`src/rtl/cordic_q15_to_ieee754_pkg.sv`:
```
// Shared constants and types for the Q15 to IEEE754 single-precision output stage.
package cordic_q15_to_ieee754_pkg;

    localparam int unsigned EXP_BIAS = 127;
    localparam int unsigned EXP_W    = 8;
    localparam int unsigned MANT_W   = 23;
    localparam int unsigned FLOAT_W  = 1 + EXP_W + MANT_W;
    localparam int unsigned Q15_W    = 16;
    localparam int unsigned Q15_FRAC = 15;

    typedef enum logic [0:0] {
        ST_IDLE = 1'b0,
        ST_BUSY = 1'b1
    } state_e;

    typedef struct packed {
        logic              sign;
        logic [EXP_W-1:0]  exp;
        logic [MANT_W-1:0] mant;
    } ieee754_t;

endpackage

```
`src/rtl/cordic_q15_to_ieee754_norm_unit.sv`:
```
// Per-channel normaliser: captures |x|, shifts left one bit per cycle until the MSB is set,
// and assembles sign/exponent/mantissa from the shift register and shift count.
module cordic_q15_to_ieee754_norm_unit
    import cordic_q15_to_ieee754_pkg::*;
#(
    parameter int unsigned IN_W   = Q15_W,
    parameter int unsigned FRAC_W = Q15_FRAC
) (
    input  logic              clk,
    input  logic              rst,
    input  logic              load,
    input  logic [IN_W-1:0]   x,
    output logic              done,
    output logic              sign,
    output logic [EXP_W-1:0]  exp,
    output logic [MANT_W-1:0] mant
);

    localparam int unsigned CNT_W   = $clog2(IN_W);
    localparam int unsigned EXP_TOP = EXP_BIAS + IN_W - 1 - FRAC_W;
    localparam int unsigned PAD_W   = MANT_W + 1 - IN_W;

    logic [IN_W-1:0]  sr_q, sr_d;
    logic [CNT_W-1:0] n_q, n_d;
    logic             sign_q, sign_d;
    logic             zero_c;

    // Two's-complement negate of the most negative code wraps to 2^(IN_W-1), which is its magnitude.
    always_comb begin
        sr_d   = sr_q;
        n_d    = n_q;
        sign_d = sign_q;
        if (load) begin
            sign_d = x[IN_W-1];
            sr_d   = x[IN_W-1] ? IN_W'(~x + IN_W'(1)) : x;
            n_d    = '0;
        end else if (!done) begin
            sr_d = sr_q << 1;
            n_d  = n_q + CNT_W'(1);
        end
    end

    always_ff @(posedge clk) begin
        if (rst) begin
            sr_q   <= '0;
            n_q    <= '0;
            sign_q <= 1'b0;
        end else begin
            sr_q   <= sr_d;
            n_q    <= n_d;
            sign_q <= sign_d;
        end
    end

    assign zero_c = (sr_q == '0);
    assign done   = sr_q[IN_W-1] | zero_c;
    assign sign   = sign_q & ~zero_c;
    assign exp    = zero_c ? '0 : EXP_W'(EXP_TOP - 32'(n_q));
    assign mant   = zero_c ? '0 : (MANT_W'(sr_q[IN_W-2:0]) << PAD_W);

endmodule

```
`src/rtl/cordic_q15_to_ieee754.sv`:
```
// CORDIC output stage: converts a signed Q15 sin/cos pair into two exact IEEE754 singles
// using two parallel iterative normalisers; data-dependent latency of 1..IN_W cycles.
module cordic_q15_to_ieee754
    import cordic_q15_to_ieee754_pkg::*;
#(
    parameter int unsigned IN_W   = Q15_W,
    parameter int unsigned FRAC_W = Q15_FRAC
) (
    input  logic               clk,
    input  logic               rst,
    input  logic               valid_in,
    input  logic [IN_W-1:0]    sin_q15,
    input  logic [IN_W-1:0]    cos_q15,
    output logic               ready,
    output logic [FLOAT_W-1:0] sin_ieee754,
    output logic [FLOAT_W-1:0] cos_ieee754,
    output logic               valid
);

    state_e   state_q, state_d;
    logic     load_c, finish_c;
    logic     sin_done, cos_done;
    ieee754_t sin_f_c, cos_f_c;

    logic               ready_q, valid_q;
    logic [FLOAT_W-1:0] sin_q, cos_q;

    cordic_q15_to_ieee754_norm_unit #(.IN_W(IN_W), .FRAC_W(FRAC_W)) u_sin (
        .clk  (clk),
        .rst  (rst),
        .load (load_c),
        .x    (sin_q15),
        .done (sin_done),
        .sign (sin_f_c.sign),
        .exp  (sin_f_c.exp),
        .mant (sin_f_c.mant)
    );

    cordic_q15_to_ieee754_norm_unit #(.IN_W(IN_W), .FRAC_W(FRAC_W)) u_cos (
        .clk  (clk),
        .rst  (rst),
        .load (load_c),
        .x    (cos_q15),
        .done (cos_done),
        .sign (cos_f_c.sign),
        .exp  (cos_f_c.exp),
        .mant (cos_f_c.mant)
    );

    always_ff @(posedge clk) begin
        if (rst) state_q <= ST_IDLE;
        else     state_q <= state_d;
    end

    always_comb begin
        state_d = state_q;
        unique case (state_q)
            ST_IDLE: if (valid_in)             state_d = ST_BUSY;
            ST_BUSY: if (sin_done && cos_done) state_d = ST_IDLE;
            default:                           state_d = ST_IDLE;
        endcase
    end

    always_comb begin
        load_c   = 1'b0;
        finish_c = 1'b0;
        unique case (state_q)
            ST_IDLE: load_c   = valid_in;
            ST_BUSY: finish_c = sin_done & cos_done;
            default: ;
        endcase
    end

    // Results hold between conversions; ready rises in the same cycle as the valid pulse.
    always_ff @(posedge clk) begin
        if (rst) begin
            ready_q <= 1'b1;
            valid_q <= 1'b0;
            sin_q   <= '0;
            cos_q   <= '0;
        end else begin
            ready_q <= (state_d == ST_IDLE);
            valid_q <= finish_c;
            if (finish_c) begin
                sin_q <= sin_f_c;
                cos_q <= cos_f_c;
            end
        end
    end

    assign ready       = ready_q;
    assign valid       = valid_q;
    assign sin_ieee754 = sin_q;
    assign cos_ieee754 = cos_q;

endmodule

```
`config.mk`:
```
export PLATFORM = sky130hd
export DESIGN_NAME = cordic_q15_to_ieee754
export DESIGN_NICKNAME = d
export VERILOG_FILES = /design/src/rtl/cordic_q15_to_ieee754_pkg.sv /design/src/rtl/cordic_q15_to_ieee754_norm_unit.sv /design/src/rtl/cordic_q15_to_ieee754.sv
export SDC_FILE = /design/constraint.sdc
export NUM_CORES = 1
export LEC_CHECK = 0
export ABC_AREA = 1
export CAP_MARGIN = 20
export CORE_MARGIN = 10
export CORE_UTILIZATION = 52
export CTS_BUF_LIST = sky130_fd_sc_hd__clkbuf_4
export DETAILED_ROUTE_END_ITERATION = 12
export PLACE_DENSITY = 0.89
export SYNTH_ARGS = -nofsm -noshare
export SYNTH_HDL_FRONTEND = slang
export SYNTH_SLANG_ARGS = --single-unit
export TNS_END_PERCENT = 50
```
`constraint.sdc`:
```
create_clock -name clk -period 2 [get_ports clk]
set_input_delay 0.3 -clock clk [delete_from_list [all_inputs] [get_ports clk]]
set_output_delay 0.3 -clock clk [all_outputs]
set_load 0.005 [all_outputs]
```
### Yosys cells after proc, flatten, opt, wreduce, memory -nomap -nowiden

Index checks and enable logic that the tools add are counted.

* reduce and logical (&&, ||, !) cells: 4
* bitwise operators: 11
* add/sub/neg operators: 6
* eq/ne operators: 2
* muxes and demuxes: 15

Operators with widths (count)
* $mux W16: 6
* $mux W23: 2
* $add A16 B1 Y16 const B: 2
* $logic_not A16 Y1: 2
* $not A16 Y16: 2
* $mux W8: 2
* $sub A7 B4 Y8 const A: 2
* $add A4 B1 Y4 const B: 2
* $mux W1: 4
* $ne A2 B2 Y1 const B: 2
* $not A1 Y1: 4
* $and A1 B1 Y1: 3
* $or A1 B1 Y1: 2
* $pmux W1 S2: 1
* $reduce_or A2 Y1: 1
* $logic_and A1 B1 Y1: 1

* input bits: 35
* flip-flop bits (word level): 109
* logic and storage cells: 49

### Longest topological paths before layout

* depth in word-level cells: 6
* depth in mapped cells: 11

### Cells and area by module

A second synthesis with hierarchy kept.

* cell total of the unflattened synthesis: 861
* area, all modules: 5781.8 um^2

Modules (own cells, without submodules)
* cordic_q15_to_ieee754_norm_unit: area an instance 1670.4 um^2, cells each 281, instances 2
* cordic_q15_to_ieee754: area an instance 2441.1 um^2, cells each 299, instances 1

### Worst setup path before layout

OpenSTA, ideal clock, no wires.

* path kind: input to register
* start point: input port cos_q15[1]
* end point: register u_cos.sr_q[10]
* arrival: 1.398 ns
* setup time: 0.132 ns
* setup slack: 0.470 ns
* data required time: 1.868 ns
* stages: 9
* cells stage by stage: inv_1 -> ha_1 -> nand3_1 -> o21ai_0 -> nand3_1 -> nand2_1 -> nand2_1 -> nand2_1 -> a21oi_1

* cells in the longest elaborated chain, start to end: 4

RTL lines
* start: declaration: RTL line cordic_q15_to_ieee754.sv:13 `input logic [IN_W-1:0] cos_q15,`
* $not A16 Y16: RTL line cordic_q15_to_ieee754_norm_unit.sv:35 `sr_d = x[IN_W-1] ? IN_W'(~x + IN_W'(1)) : x;`
* $add A16 B1 Y16: RTL line cordic_q15_to_ieee754_norm_unit.sv:35
* $mux W16: RTL line cordic_q15_to_ieee754_norm_unit.sv:35
* $mux W16: RTL line cordic_q15_to_ieee754_norm_unit.sv:33 `if (load) begin`
* end signal: assignment: RTL line cordic_q15_to_ieee754_norm_unit.sv:49 `sr_q <= sr_d;`
* end: declaration: RTL line cordic_q15_to_ieee754_norm_unit.sv:23 `logic [IN_W-1:0] sr_q, sr_d;`

Every way passes these cells.
A chain may end at the register's enable or synchronous reset.

### Worst setup path after layout

* start point: register u_cos.sr_q[4]
* end point: register sin_q[22] (netlist: sin_ieee754[22])

* cells in the longest elaborated chain, start to end: 4

RTL lines
* $logic_not A16 Y1: RTL line cordic_q15_to_ieee754_norm_unit.sv:55 `assign zero_c = (sr_q == '0);`
* $or A1 B1 Y1: RTL line cordic_q15_to_ieee754_norm_unit.sv:56 `assign done = sr_q[IN_W-1] | zero_c;`
* $and A1 B1 Y1: RTL line cordic_q15_to_ieee754.sv:69 `ST_BUSY: finish_c = sin_done & cos_done;`
* $mux W1: RTL line cordic_q15_to_ieee754.sv:67 `unique case (state_q)`
* end signal: assignment: RTL line cordic_q15_to_ieee754.sv:85 `sin_q <= sin_f_c;`
* end: declaration: RTL line cordic_q15_to_ieee754.sv:26 `logic [FLOAT_W-1:0] sin_q, cos_q;`

Every way passes these cells.

==> flow_metrics.env <==
export IMPL_yosysMostFrequentCell="nand2_1"
export IMPL_htree_num_levels=3
export IMPL_setup_violations=0
export IMPL_die_x_um=113
export IMPL_synthArstFlopShare_pct=0
export IMPL_min_period_over_period_pct=88.8
export IMPL_antenna_found_initial=1
export IMPL_antenna_left=0
export IMPL_worst_path_buf_inv=0
export IMPL_drv_cap=0
export IMPL_wl_mm=11.7
export IMPL_fmax_ghz=0.563
export IMPL_place_congestion=0.874
export IMPL_post_cts_setup_buffers=0
export IMPL_dp_hpwl_mm=9.15
export IMPL_tns_ps=0
export IMPL_synth_commonest_cells="nand2_1 (235), dfxtp_1 (87), nand3_1 (73)"
export IMPL_timing_rr_end="sin_ieee754[22]"
export IMPL_via_per_inst=5.23
export IMPL_yosysSeqAreaShare_pct=38.7
export IMPL_synthDistinctLibCells=33
export IMPL_cts_buffer_depth=2
export IMPL_fin_crit_ps=1780
export IMPL_fin_hold_ws_ps=445
export IMPL_arrival_ps=2140
export IMPL_drc_errors=0
export IMPL_synth_edff_count=0
export IMPL_cp_slowest_cell="dfxtp_1"
export IMPL_path_cells="nor2_1, nand2_1, nor2_1, nand2_2, nand2_4, nand3_4, nor2_8, nand2_4, o21ai_1"
export IMPL_hp_class="in -> reg"
export IMPL_area_growth_pct=22.7
export IMPL_grt_pass1_wl_mm=19.5
export IMPL_final_area_um2=5520
export IMPL_hp_start="sin_q15[0]"
export IMPL_drtIter0Drc=463
export IMPL_rsz0062_at_grt="false"
export IMPL_postLayoutSetupSlackWorst_ps=223
export IMPL_drive_above_1_share_pct=7.60
export IMPL_cts_buffers=9
export IMPL_synth_cells=681
export IMPL_slew_violations=0
export IMPL_worst_clock_skew_ps=14.6
export IMPL_outcome="finished clean"
export IMPL_r2r_cells=9
export IMPL_grt_use_total_pct=17.9
export IMPL_hold_viol=0
export IMPL_drtPass1Iterations=5
export IMPL_cts_root_buf="clkbuf_4"
export IMPL_start_util_pct=54.2
export IMPL_whs_path_depth=3
export IMPL_synth_area_um2=4500
export IMPL_port_buffers=82
export IMPL_cp_top_family="simple AND/OR/NAND/NOR gates"
export IMPL_register_area_um2=1740
export IMPL_irDropWorstVdd_uv=292
export IMPL_clk_pin_slew_ps=120
export IMPL_coreArea_um2=8300
export IMPL_synth_top_cell_area_share_pct=38.7
export IMPL_yosys_warnings=0
export IMPL_slowest_delay_ps=370
export IMPL_multiInputGateArea_um2=2300
export IMPL_tritoncts="done"
export IMPL_grt_pass1_vias=4332
export IMPL_grt_max_degree=43
export IMPL_yosys_top_cells_area="dfxtp_1 (39%), nand2_1 (20%), nand3_1 (8.1%), nor2_1 (5.1%), inv_1 (4.4%)"
export IMPL_synth_flop_cell="dfxtp_1"
export IMPL_final_nets=797
export IMPL_crit_path_end_kind="register"
export IMPL_leakagePower_uw=0.00249
export IMPL_wl_per_cell_um=13.5
export IMPL_required_ps=2360
export IMPL_vias=4548
export IMPL_crit_type="reg -> reg"
export IMPL_min_to="u_sin.sr_q[0]"
export IMPL_insertion_delay_ps=430
export IMPL_r2r_setup_slack_ps=220
export IMPL_holdBufCountCts=0
export IMPL_synth_seq_cells=87
export IMPL_overflow=0
export IMPL_reg2reg_from="u_cos.sr_q[4]"
export IMPL_p_per_area_nw_per_um2=681
export IMPL_fillers=721
export IMPL_cts_sinks=87
export IMPL_dieArea_um2=12800
export IMPL_synth_top_area_cell="dfxtp_1"
export IMPL_power_total_uw=3760
export IMPL_pre_cts_ws_ps=5.06
export IMPL_critPathMaxFanout=26
export IMPL_place_area_um2=5340
export IMPL_ioPinCount=101
export IMPL_avgSynthCellArea_um2=6.60
export IMPL_row_count=33
export IMPL_worstSetupStartpointType="register"
export IMPL_die_y_um=113
worst max-delay path by stage:
stage / start / to / cells past startpoint
2_1_floorplan: cos_q15[1] / u_cos.sr_q[10] / 9
3_5_place_dp: sin_q15[0] / u_sin.sr_q[8] / 9
4_1_cts: u_cos.sr_q[4] / sin_ieee754[22] / 9
3_3_place_gp: sin_q15[0] / u_sin.sr_q[8] / 9
6_report: u_cos.sr_q[4] / sin_ieee754[22] / 9
5_1_grt: u_sin.sr_q[3] / sin_ieee754[22] / 9
cells in the final DEF (no fill, tap or decap), types with 2 or more instances in the layout:
master,synthesis,layout
xor2_1,4,4
nor2_1,61,61
or2_2,3,3
nor2_4,2,2
nor3_1,2,2
a21oi_1,31,31
nand2_1,235,235
inv_1,53,53
conb_1,1,18
nand2_4,1,2
nand4_1,2,2
clkdlybuf4s50_1,0,82
o21ai_2,9,9
ha_1,4,4
clkbuf_4,0,11
dfxtp_1,87,87
nand3_1,73,73
bufinv_16,0,2
o21ai_1,8,8
o211ai_1,4,4
o21bai_1,2,2
nand3b_1,3,3
a31oi_1,3,3
o21ai_0,29,29
buf_4,24,15
inv_2,5,4
nand2_2,4,3
sequential cells by signal (all words and copies together), names as in the netlist:
signal / cells
u_cos.sign_q: 1
state_q: 1
u_sin.sign_q: 1
sin_ieee754: 21
cos_ieee754: 21
u_sin.sr_q: 16
u_cos.n_q: 4
u_sin.n_q: 4
ready: 1
valid: 1
u_cos.sr_q: 16
worst reg2reg max path, delay by kind of cell (launching register included):
family,cells,cell delay [ps]
AND/OR/NAND/NOR,8,1160
flip-flops,1,370
AO/OA/AOI/OAI,1,180
cells by family (layout without fill, tap and decap cells):
family | count (synthesis) | after routing | synth area share [%]
XOR/XNOR | 4 | 4 | 0.779
flip-flops | 87 | 87 | 38.7
adder cells (fa/ha/maj) | 4 | 4 | 1.11
AND/OR/NAND/NOR | 389 | 389 | 36.5
AO/OA/AOI/OAI | 89 | 89 | 11.2
other | 1 | 19 | 0.0834
buffers and inverters | 107 | 172 | 11.5
final cells by class:
cell class | count | area share [%]
clock inverters | 5 | 1.47
repair buffers | 98 | 17.3
flip-flops and latches | 87 | 31.6
clock buffers | 11 | 1.50
multi-input cells | 504 | 41.8
diodes | 1 | 0.0454
inverters | 58 | 3.99
well taps | 105 | 2.38
where the power goes:
part | switching, uW | leakage [uW] | internal, uW | total (uW)
logic | 441 | 0.00169 | 288 | 729
registers | 92.7 | 0.000709 | 1820 | 1920
clock network | 578 | 0.0000875 | 538 | 1120
total | 1110 | 0.00249 | 2650 | 3760
metal layers:
layer / vias up / share of wire (%) / GRT usage [%] / routed length (um)
met5: - / 0 / 0 / 0
met4: 0 / 1.0 / 5.84 / 123
met3: 12 / 8.7 / 4.60 / 1020
met2: 179 / 45 / 28.6 / 5340
met1: 2066 / 45 / 23.0 / 5260
li1: 2291 / - / - / -
stage by stage:
stage          std cells  utilization [%]
2_1_floorplan        698                -
3_3_place_gp         852             64.4
3_5_place_dp         852             64.4
4_1_cts              868             66.4
5_1_grt              869             66.5
6_report             869             66.5
repair_timing:
action	in CTS	in global routing
hold endpoints to repair	0	0
setup endpoints to repair	0	20
resized for setup	0	3
(Power assumes the default switching activity.)
